**config.mk**
```make
export PLATFORM = sky130hd
export DESIGN_NAME = fetch_sequencer_flat
export DESIGN_NICKNAME = d
export VERILOG_FILES = /design/src/rtl/fetch_sequencer_if.sv /design/src/rtl/fetch_sequencer.sv /design/src/flat_wrapper.sv
export SDC_FILE = /design/constraint.sdc
export NUM_CORES = 1
export LEC_CHECK = 0
export ABC_AREA = 1
export CORE_MARGIN = 3
export CORE_UTILIZATION = 23
export DETAILED_ROUTE_END_ITERATION = 12
export GPL_TIMING_DRIVEN = 0
export SLEW_MARGIN = 0
export SYNTH_ARGS = -nofsm -noshare
export SYNTH_HDL_FRONTEND = slang
export SYNTH_SLANG_ARGS = --single-unit
export TNS_END_PERCENT = 30
```
**constraint.sdc**
```tcl
create_clock -name clk -period 2.9 [get_ports clk]
set_input_delay 0.58 -clock clk [delete_from_list [all_inputs] [get_ports clk]]
set_output_delay 0.58 -clock clk [all_outputs]
set_load 0.02 [all_outputs]
```
**src/rtl/fetch_sequencer_if.sv**
```systemverilog
// Memory read port between the fetch sequencer (master) and instruction memory (slave).
interface fetch_sequencer_if #(
  parameter int ADDR_WIDTH = 16,
  parameter int REG_WIDTH  = 8
);
  logic [ADDR_WIDTH-1:0] mem_addr;
  logic                  mem_rd;
  logic [REG_WIDTH-1:0]  mem_rdata;
  logic                  mem_valid;

  modport master (output mem_addr, mem_rd, input mem_rdata, mem_valid);
  modport slave  (input mem_addr, mem_rd, output mem_rdata, mem_valid);
endinterface

```
**src/rtl/fetch_sequencer.sv**
```systemverilog
// 6502 front end: fetches opcode and operands, resolves the effective address, hands off to the decoder.
// Define FETCH_PAGE_CROSS_EN to add a PENALTY cycle and page_cross flag on indexed page crossings.
module fetch_sequencer #(
  parameter int                    ADDR_WIDTH = 16,
  parameter int                    REG_WIDTH  = 8,
  parameter logic [ADDR_WIDTH-1:0] RESET_PC   = 16'h0000
) (
  input  logic                  clk,
  input  logic                  reset_n,
  input  logic                  run,
  input  logic                  pc_load,
  input  logic [ADDR_WIDTH-1:0] pc_load_val,
  input  logic [REG_WIDTH-1:0]  x_in,
  input  logic [REG_WIDTH-1:0]  y_in,
  fetch_sequencer_if.master     mem,
  output logic [REG_WIDTH-1:0]  instruction,
  output logic [REG_WIDTH-1:0]  operand,
  output logic [ADDR_WIDTH-1:0] eff_addr,
  output logic                  instruction_ready,
  input  logic                  instruction_done,
  output logic [ADDR_WIDTH-1:0] pc,
  output logic                  busy,
  output logic                  page_cross
);

  typedef enum logic [3:0] {
    IDLE, FETCH_OP, FETCH_LO, FETCH_HI, PTR_LO, PTR_HI,
`ifdef FETCH_PAGE_CROSS_EN
    PENALTY,
`endif
    ISSUE, WAIT_DONE
  } state_t;

  typedef enum logic [3:0] {
    M_IMPL, M_IMM, M_ZP, M_ZPX, M_ABS, M_ABSX, M_ABSY, M_INDX, M_INDY
  } mode_t;

  function automatic mode_t decode_mode(input logic [4:0] op);
    mode_t m;
    m = M_IMPL;
    case (op[1:0])
      2'b01: case (op[4:2])
        3'd0: m = M_INDX;
        3'd1: m = M_ZP;
        3'd2: m = M_IMM;
        3'd3: m = M_ABS;
        3'd4: m = M_INDY;
        3'd5: m = M_ZPX;
        3'd6: m = M_ABSY;
        default: m = M_ABSX;
      endcase
      2'b00, 2'b10: case (op[4:2])
        3'd0: m = M_IMM;
        3'd1: m = M_ZP;
        3'd3: m = M_ABS;
        3'd5: m = M_ZPX;
        3'd7: m = M_ABSX;
        default: m = M_IMPL;
      endcase
      default: m = M_IMPL;
    endcase
    return m;
  endfunction

  state_t                state_q, state_d;
  logic [ADDR_WIDTH-1:0] pc_q, pc_d, addr_q, addr_d, eff_q, eff_d;
  logic                  rd_q, rd_d, ready_q, ready_d;
  logic [REG_WIDTH-1:0]  instr_q, instr_d, operand_q, operand_d;
  logic [REG_WIDTH-1:0]  lo_q, lo_d, ptr_q, ptr_d;

  mode_t                 mode;
  logic [REG_WIDTH-1:0]  idx, zp_sum, ptr_inc, hi_sum;
  logic [REG_WIDTH:0]    lo_idx;
  logic [ADDR_WIDTH-1:0] pc_inc, indexed_addr;

  assign mode    = decode_mode(instr_q[4:0]);
  assign idx     = (mode == M_ABSX) ? x_in :
                   (mode == M_ABSY || mode == M_INDY) ? y_in : '0;
  assign zp_sum  = mem.mem_rdata + x_in;
  assign ptr_inc = ptr_q + REG_WIDTH'(1);
  assign pc_inc  = pc_q + ADDR_WIDTH'(1);
  // The carry out of the low-byte index add is both the high-byte increment and the page-cross flag.
  assign lo_idx       = {1'b0, lo_q} + {1'b0, idx};
  assign hi_sum       = mem.mem_rdata + {{(REG_WIDTH-1){1'b0}}, lo_idx[REG_WIDTH]};
  assign indexed_addr = {hi_sum, lo_idx[REG_WIDTH-1:0]};

`ifdef FETCH_PAGE_CROSS_EN
  logic cross_q, cross_d, page_cross_q, page_cross_d;
  assign page_cross = page_cross_q;
`else
  assign page_cross = 1'b0;
`endif

  always_comb begin
    state_d   = state_q;
    pc_d      = pc_q;
    addr_d    = addr_q;
    rd_d      = rd_q;
    instr_d   = instr_q;
    operand_d = operand_q;
    eff_d     = eff_q;
    lo_d      = lo_q;
    ptr_d     = ptr_q;
    ready_d   = ready_q;
`ifdef FETCH_PAGE_CROSS_EN
    cross_d      = cross_q;
    page_cross_d = page_cross_q;
`endif
    case (state_q)
      IDLE: begin
        if (pc_load) pc_d = pc_load_val;
        if (run) begin
          state_d = FETCH_OP;
          addr_d  = pc_d;
          rd_d    = 1'b1;
        end
      end
      FETCH_OP: if (mem.mem_valid) begin
        instr_d   = mem.mem_rdata;
        operand_d = '0;
        eff_d     = '0;
        pc_d      = pc_inc;
`ifdef FETCH_PAGE_CROSS_EN
        cross_d   = 1'b0;
`endif
        if (decode_mode(mem.mem_rdata[4:0]) == M_IMPL) begin
          state_d = ISSUE;
          rd_d    = 1'b0;
        end else begin
          state_d = FETCH_LO;
          addr_d  = pc_inc;
        end
      end
      FETCH_LO: if (mem.mem_valid) begin
        pc_d = pc_inc;
        lo_d = mem.mem_rdata;
        case (mode)
          M_IMM: begin operand_d = mem.mem_rdata; state_d = ISSUE; rd_d = 1'b0; end
          M_ZP:  begin eff_d = {{(ADDR_WIDTH-REG_WIDTH){1'b0}}, mem.mem_rdata}; state_d = ISSUE; rd_d = 1'b0; end
          M_ZPX: begin eff_d = {{(ADDR_WIDTH-REG_WIDTH){1'b0}}, zp_sum}; state_d = ISSUE; rd_d = 1'b0; end
          // Indirect modes drop mem_rd for one pointer-add cycle before reading page zero.
          M_INDX, M_INDY: begin
            ptr_d   = (mode == M_INDX) ? zp_sum : mem.mem_rdata;
            addr_d  = {{(ADDR_WIDTH-REG_WIDTH){1'b0}}, ptr_d};
            rd_d    = 1'b0;
            state_d = PTR_LO;
          end
          default: begin addr_d = pc_inc; state_d = FETCH_HI; end
        endcase
      end
      FETCH_HI, PTR_HI: if (mem.mem_valid) begin
        if (state_q == FETCH_HI) pc_d = pc_inc;
        eff_d = indexed_addr;
        rd_d  = 1'b0;
`ifdef FETCH_PAGE_CROSS_EN
        cross_d = lo_idx[REG_WIDTH];
        state_d = lo_idx[REG_WIDTH] ? PENALTY : ISSUE;
`else
        state_d = ISSUE;
`endif
      end
      PTR_LO: begin
        if (!rd_q) begin
          rd_d = 1'b1;
        end else if (mem.mem_valid) begin
          lo_d    = mem.mem_rdata;
          addr_d  = {{(ADDR_WIDTH-REG_WIDTH){1'b0}}, ptr_inc};
          state_d = PTR_HI;
        end
      end
`ifdef FETCH_PAGE_CROSS_EN
      PENALTY: state_d = ISSUE;
`endif
      ISSUE: begin
        ready_d = 1'b1;
        state_d = WAIT_DONE;
`ifdef FETCH_PAGE_CROSS_EN
        page_cross_d = cross_q;
`endif
      end
      WAIT_DONE: begin
        if (pc_load) pc_d = pc_load_val;
        if (instruction_done) begin
          ready_d = 1'b0;
          state_d = IDLE;
`ifdef FETCH_PAGE_CROSS_EN
          page_cross_d = 1'b0;
`endif
        end
      end
      default: state_d = IDLE;
    endcase
  end

  always_ff @(posedge clk) begin
    if (!reset_n) begin
      state_q   <= IDLE;
      pc_q      <= RESET_PC;
      addr_q    <= '0;
      rd_q      <= 1'b0;
      instr_q   <= '0;
      operand_q <= '0;
      eff_q     <= '0;
      lo_q      <= '0;
      ptr_q     <= '0;
      ready_q   <= 1'b0;
`ifdef FETCH_PAGE_CROSS_EN
      cross_q      <= 1'b0;
      page_cross_q <= 1'b0;
`endif
    end else begin
      state_q   <= state_d;
      pc_q      <= pc_d;
      addr_q    <= addr_d;
      rd_q      <= rd_d;
      instr_q   <= instr_d;
      operand_q <= operand_d;
      eff_q     <= eff_d;
      lo_q      <= lo_d;
      ptr_q     <= ptr_d;
      ready_q   <= ready_d;
`ifdef FETCH_PAGE_CROSS_EN
      cross_q      <= cross_d;
      page_cross_q <= page_cross_d;
`endif
    end
  end

  assign mem.mem_addr      = addr_q;
  assign mem.mem_rd        = rd_q;
  assign instruction       = instr_q;
  assign operand           = operand_q;
  assign eff_addr          = eff_q;
  assign instruction_ready = ready_q;
  assign pc                = pc_q;
  assign busy              = (state_q != IDLE);

endmodule

```
**src/flat_wrapper.sv**
```systemverilog
// flat-port wrapper written by rule: the top's interface ports become plain ports
module fetch_sequencer_flat 
#(
  parameter int                    ADDR_WIDTH = 16,
  parameter int                    REG_WIDTH  = 8,
  parameter logic [ADDR_WIDTH-1:0] RESET_PC   = 16'h0000
)
  (clk, reset_n, run, pc_load, pc_load_val, x_in, y_in, instruction, operand, eff_addr, instruction_ready, instruction_done, pc, busy, page_cross, mem_mem_addr, mem_mem_rd, mem_mem_rdata, mem_mem_valid);
  fetch_sequencer_if #(.ADDR_WIDTH(ADDR_WIDTH), .REG_WIDTH(REG_WIDTH)) mem_i ();
  input  logic clk;
  input  logic reset_n;
  input  logic run;
  input  logic pc_load;
  input  logic [ADDR_WIDTH-1:0] pc_load_val;
  input  logic [REG_WIDTH-1:0] x_in;
  input  logic [REG_WIDTH-1:0] y_in;
  output logic [REG_WIDTH-1:0] instruction;
  output logic [REG_WIDTH-1:0] operand;
  output logic [ADDR_WIDTH-1:0] eff_addr;
  output logic instruction_ready;
  input  logic instruction_done;
  output logic [ADDR_WIDTH-1:0] pc;
  output logic busy;
  output logic page_cross;
  output wire logic [$bits(mem_i.mem_addr)-1:0] mem_mem_addr;
  output wire logic [$bits(mem_i.mem_rd)-1:0] mem_mem_rd;
  input wire logic [$bits(mem_i.mem_rdata)-1:0] mem_mem_rdata;
  input wire logic [$bits(mem_i.mem_valid)-1:0] mem_mem_valid;
  assign mem_mem_addr = mem_i.mem_addr;
  assign mem_mem_rd = mem_i.mem_rd;
  assign mem_i.mem_rdata = mem_mem_rdata;
  assign mem_i.mem_valid = mem_mem_valid;
  fetch_sequencer #(.ADDR_WIDTH(ADDR_WIDTH), .REG_WIDTH(REG_WIDTH), .RESET_PC(RESET_PC)) u_core (.clk(clk), .reset_n(reset_n), .run(run), .pc_load(pc_load), .pc_load_val(pc_load_val), .x_in(x_in), .y_in(y_in), .mem(mem_i), .instruction(instruction), .operand(operand), .eff_addr(eff_addr), .instruction_ready(instruction_ready), .instruction_done(instruction_done), .pc(pc), .busy(busy), .page_cross(page_cross));
endmodule
```
==> impl_results.md <==
- Placer Congestion: approximately 0.89
- P&R area growth vs syn: 37.0%
- Final hold vios: 0
- Sw Share: a little under 50%
- Synth warn: 0
- Critical path capture point type: register
- Slew Viols, Final: 0
- Core area: between 20000 and 25000 µm²
- Post-synthesis async set-or-reset flop share: 0%
- Nets: between 1k and 1.5k
- Most common cell in the netlist: nand2_1
- Die width: 164 µm
- CTS buffer count: 9
- Ys flop type: dfxtp_1
- Worst Hold Class: register to register
- Pre-Repair DR Iteration Count: 5
- Leak: 0.00333 µW
- Layout Skew: 9.71 ps
- Die H: 164 µm
- Worst setup margin: -304 ps
- Top post-synthesis cells by area: dfxtp_1 29%, nand2_1 13%, o21ai_0 8.1%
- Via Count: 6537
- CP Max Fanout: 8
- Post-synth top area cell: dfxtp_1
- GRT Overall Usage: 16.0%
- FMAX: 312 MHz
- CP startpoint kind: register
- Worst vdd ir: 0.430 mV
- Final period utilization: 110%
- Crit path largest cell delay: 380 ps
- Post-synth EDFFs: 0
- Pwr Density: 984 nW/µm²
- Place WS: -595 ps
- Flop pwr share: 24.3%
- Clock share of power: 15.2%
- Top Ports: 114
- Vias in the first global route: 6268
- Syn Inst Count: 884
- Syn_nets: 952
- Initial antenna violation count: 0
- Violated checks: setup timing
- Mean Syn Cell Area: 6.53 µm²
- Psw: 3740 µW
- IO buf count: 111
- Remaining antenna violation count after routing: 0
- Critical path arrival: 3480 ps
- Worst-path cell chain: nor2_4, nand2_2, nand2_2, nand2_2, nand2_4, inv_4, nand3_4, nand2_8, a32o_2, ha_4, inv_2, o21ai_2, nand2_1, nand3_2, a21oi_2, o21bai_1, ha_2, nand4_1, nor2_2, nand2_1, o21ai_1, nand3_1, a21oi_1
- First-pass GRT wire length: 33.5 mm
- H-tree levels: 3
- Fin crit period: 3200 ps
- WL/cell: 15.9 µm
- Fin cells: 1353
- Starting Density: 23.6%
- CP max stage cell: dfxtp_4
- CTS max path bufs: 2
- Logic pwr share: roughly three fifths
- Layout cells sized above 1: 12.5%
- DRC: 0
- Cell-internal power: 4040 µW
- Post-Route WL: 21.6 mm
- Reg clk slew, reported paths: around 70 ps
- Largest net degree at the start of global routing: 14
- Synthesized cell area: 5770 µm²
- Vias/cell: 4.83
- Crit Path Class: register to register
- Total chip power: 7780 µW
- Clk root buf: clkbuf_16
- Yosys reg bits: 85
- ANT cells: 0
- Post-synth top cells: 206 x nand2_1, 97 x inv_1, 93 x o21ai_0
- Relative slew slack: 29.1%
- Most used cell, CP: nand2_2
- TritonCTS clock tree: yes
- Status: finished with violations
- Final setup viols: 7
- MaxCap Viol Count: 0
- Row cnt: 57
- GRT overflow: 0
- Sequential share of the synthesized area: 29.5%
- Share of the synthesized area in the top cell type: just under 30%
- Drt first-iter violations: about 520
- Die Area: 27000 µm²
- RSZ-0062 raised after global routing: true
- Dpl hpwl: 16.8 mm
- Synth unique cells: 48
- Clock sinks: 85
- Clk Latency, worst-skew pair: 350 ps
- CP Data Required Time: 3180 ps
- Placed Instances: 1319
- Hold bufs inserted after CTS: 0
- Slew @ Worst Pin: between 1000 and 1500 ps
-- per-layer routing --
layer,vias to the layer above,track usage (%),routed length [µm]
li1,3250,-,-
met1,2976,21.3,9650
met2,265,25.7,9700
met3,46,3.66,1600
met4,0,5.03,626
met5,-,0,0
-- stage by stage --
| stage | util [%] | TNS [ps] | instance area, µm² | hold slack (ps) |
|---|---|---|---|---|
| finish | 32.3 | -1260 | 7910 | 467 |
| floorplan | - | -42.4 | 5810 | 485 |
| global placement | 29.9 | -2720 | 7320 | 453 |
| CTS | 32.0 | -1510 | 7820 | 467 |
| global route | 32.3 | -2830 | 7910 | 486 |
| detailed placement | 29.9 | -3000 | 7320 | 457 |
-- state kept, by name, summed over array words and instances (netlist names) --
name / count
u_core.instruction_ready: 1
u_core.operand: 8
u_core.mem.mem_addr: 16
u_core.mem.mem_rd: 1
u_core.pc: 16
u_core.state_q: 3
u_core.eff_addr: 16
u_core.lo_q: 8
u_core.instruction: 8
u_core.ptr_q: 8
-- cell families after synthesis --
logic type / count (synthesis) / share of synthesized area (%)
AOI/OAI and AO/OA: 223 / 22.0
buffers and inverters: 143 / 10.3
and+or+nand+nor: 397 / 31.1
muxes: 2 / 0.390
adders and majority gates: 22 / 5.03
DFF: 85 / 29.5
xor gates and xnor gates: 11 / 1.67
other: 1 / 0.0650
-- worst paths after layout --
kind	startpoint	endpoint	slack [ps]	cells past startpoint
max	u_core.instruction[4]$_SDFFE_PN0P_	u_core.eff_addr[15]$_SDFFE_PN0P_	-300	23
min	u_core.mem.mem_addr[6]$_SDFFE_PN0P_	u_core.mem.mem_addr[6]$_SDFFE_PN0P_	470	2
max reg2reg	u_core.instruction[4]$_SDFFE_PN0P_	u_core.eff_addr[15]$_SDFFE_PN0P_	-300	23
min reg2reg	u_core.mem.mem_addr[6]$_SDFFE_PN0P_	u_core.mem.mem_addr[6]$_SDFFE_PN0P_	470	2
-- worst max-delay path, delay by kind of cell, from the launching register on --
kind,cells,cell delay [ps]
AO/OA/AOI/OAI,6,950
adder cells (fa/ha/maj),2,490
flip-flops,1,380
AND/OR/NAND/NOR,13,1220
buffers and inverters,2,90
-- final cells by class --
| class | instances | area, µm² |
|---|---|---|
| repair buffers | 129 | 1260 |
| fillers | 2642 | 16600 |
| clock buffers | 12 | 246 |
| inverters | 106 | 405 |
| flip-flops and latches | 85 | 1720 |
| clock inverters | 4 | 47.5 |
| well taps | 324 | 405 |
| plain buffers | 37 | 203 |
| multi-input cells | 656 | 3630 |
-- power groups by stage --
stage	logic (µW)	clock network, µW	registers, µW
6_report	4710	1180	1890
5_1_grt	5220	1240	1940
4_1_cts	4620	1210	1880
3_5_place_dp	4450	0	1900
3_3_place_gp	4430	0	1900
2_1_floorplan	2540	0	2190
-- timing repair --
| action | CTS | global route |
|---|---|---|
| buffers inserted | 14 | 4 |
| gates resized for setup | 26 | 25 |
| pin swaps | 25 | 31 |
| setup endpoints to repair | 8 | 9 |
-- placed cells by master (no fill, tap or decap), types with 3 or more instances in the layout --
cell | Yosys | layout
nand2_1 | 206 | 198
clkdlybuf4s50_1 | 0 | 111
inv_1 | 97 | 90
o21ai_0 | 93 | 86
dfxtp_1 | 85 | 80
a21oi_1 | 75 | 72
nand3_1 | 70 | 68
nor2_1 | 64 | 62
nand4_1 | 22 | 22
buf_4 | 5 | 20
clkbuf_1 | 16 | 18
a31oi_1 | 18 | 18
ha_1 | 20 | 14
inv_2 | 8 | 12
buf_2 | 12 | 11
o211ai_1 | 11 | 11
xor2_1 | 10 | 10
clkbuf_16 | 0 | 9
nand2_2 | 2 | 8
o21ai_1 | 1 | 7
buf_6 | 3 | 7
nor3_1 | 7 | 7
nor2_2 | 4 | 5
nand2_4 | 4 | 5
nor2_4 | 4 | 5
ha_4 | 0 | 5
nand3_2 | 3 | 4
a32o_2 | 0 | 4
a21oi_2 | 1 | 4
o21bai_1 | 4 | 4
a32o_1 | 8 | 4
inv_4 | 0 | 3
a21boi_0 | 3 | 3
dfxtp_4 | 0 | 3
Note: power is estimated with default switching activity, not from simulation.
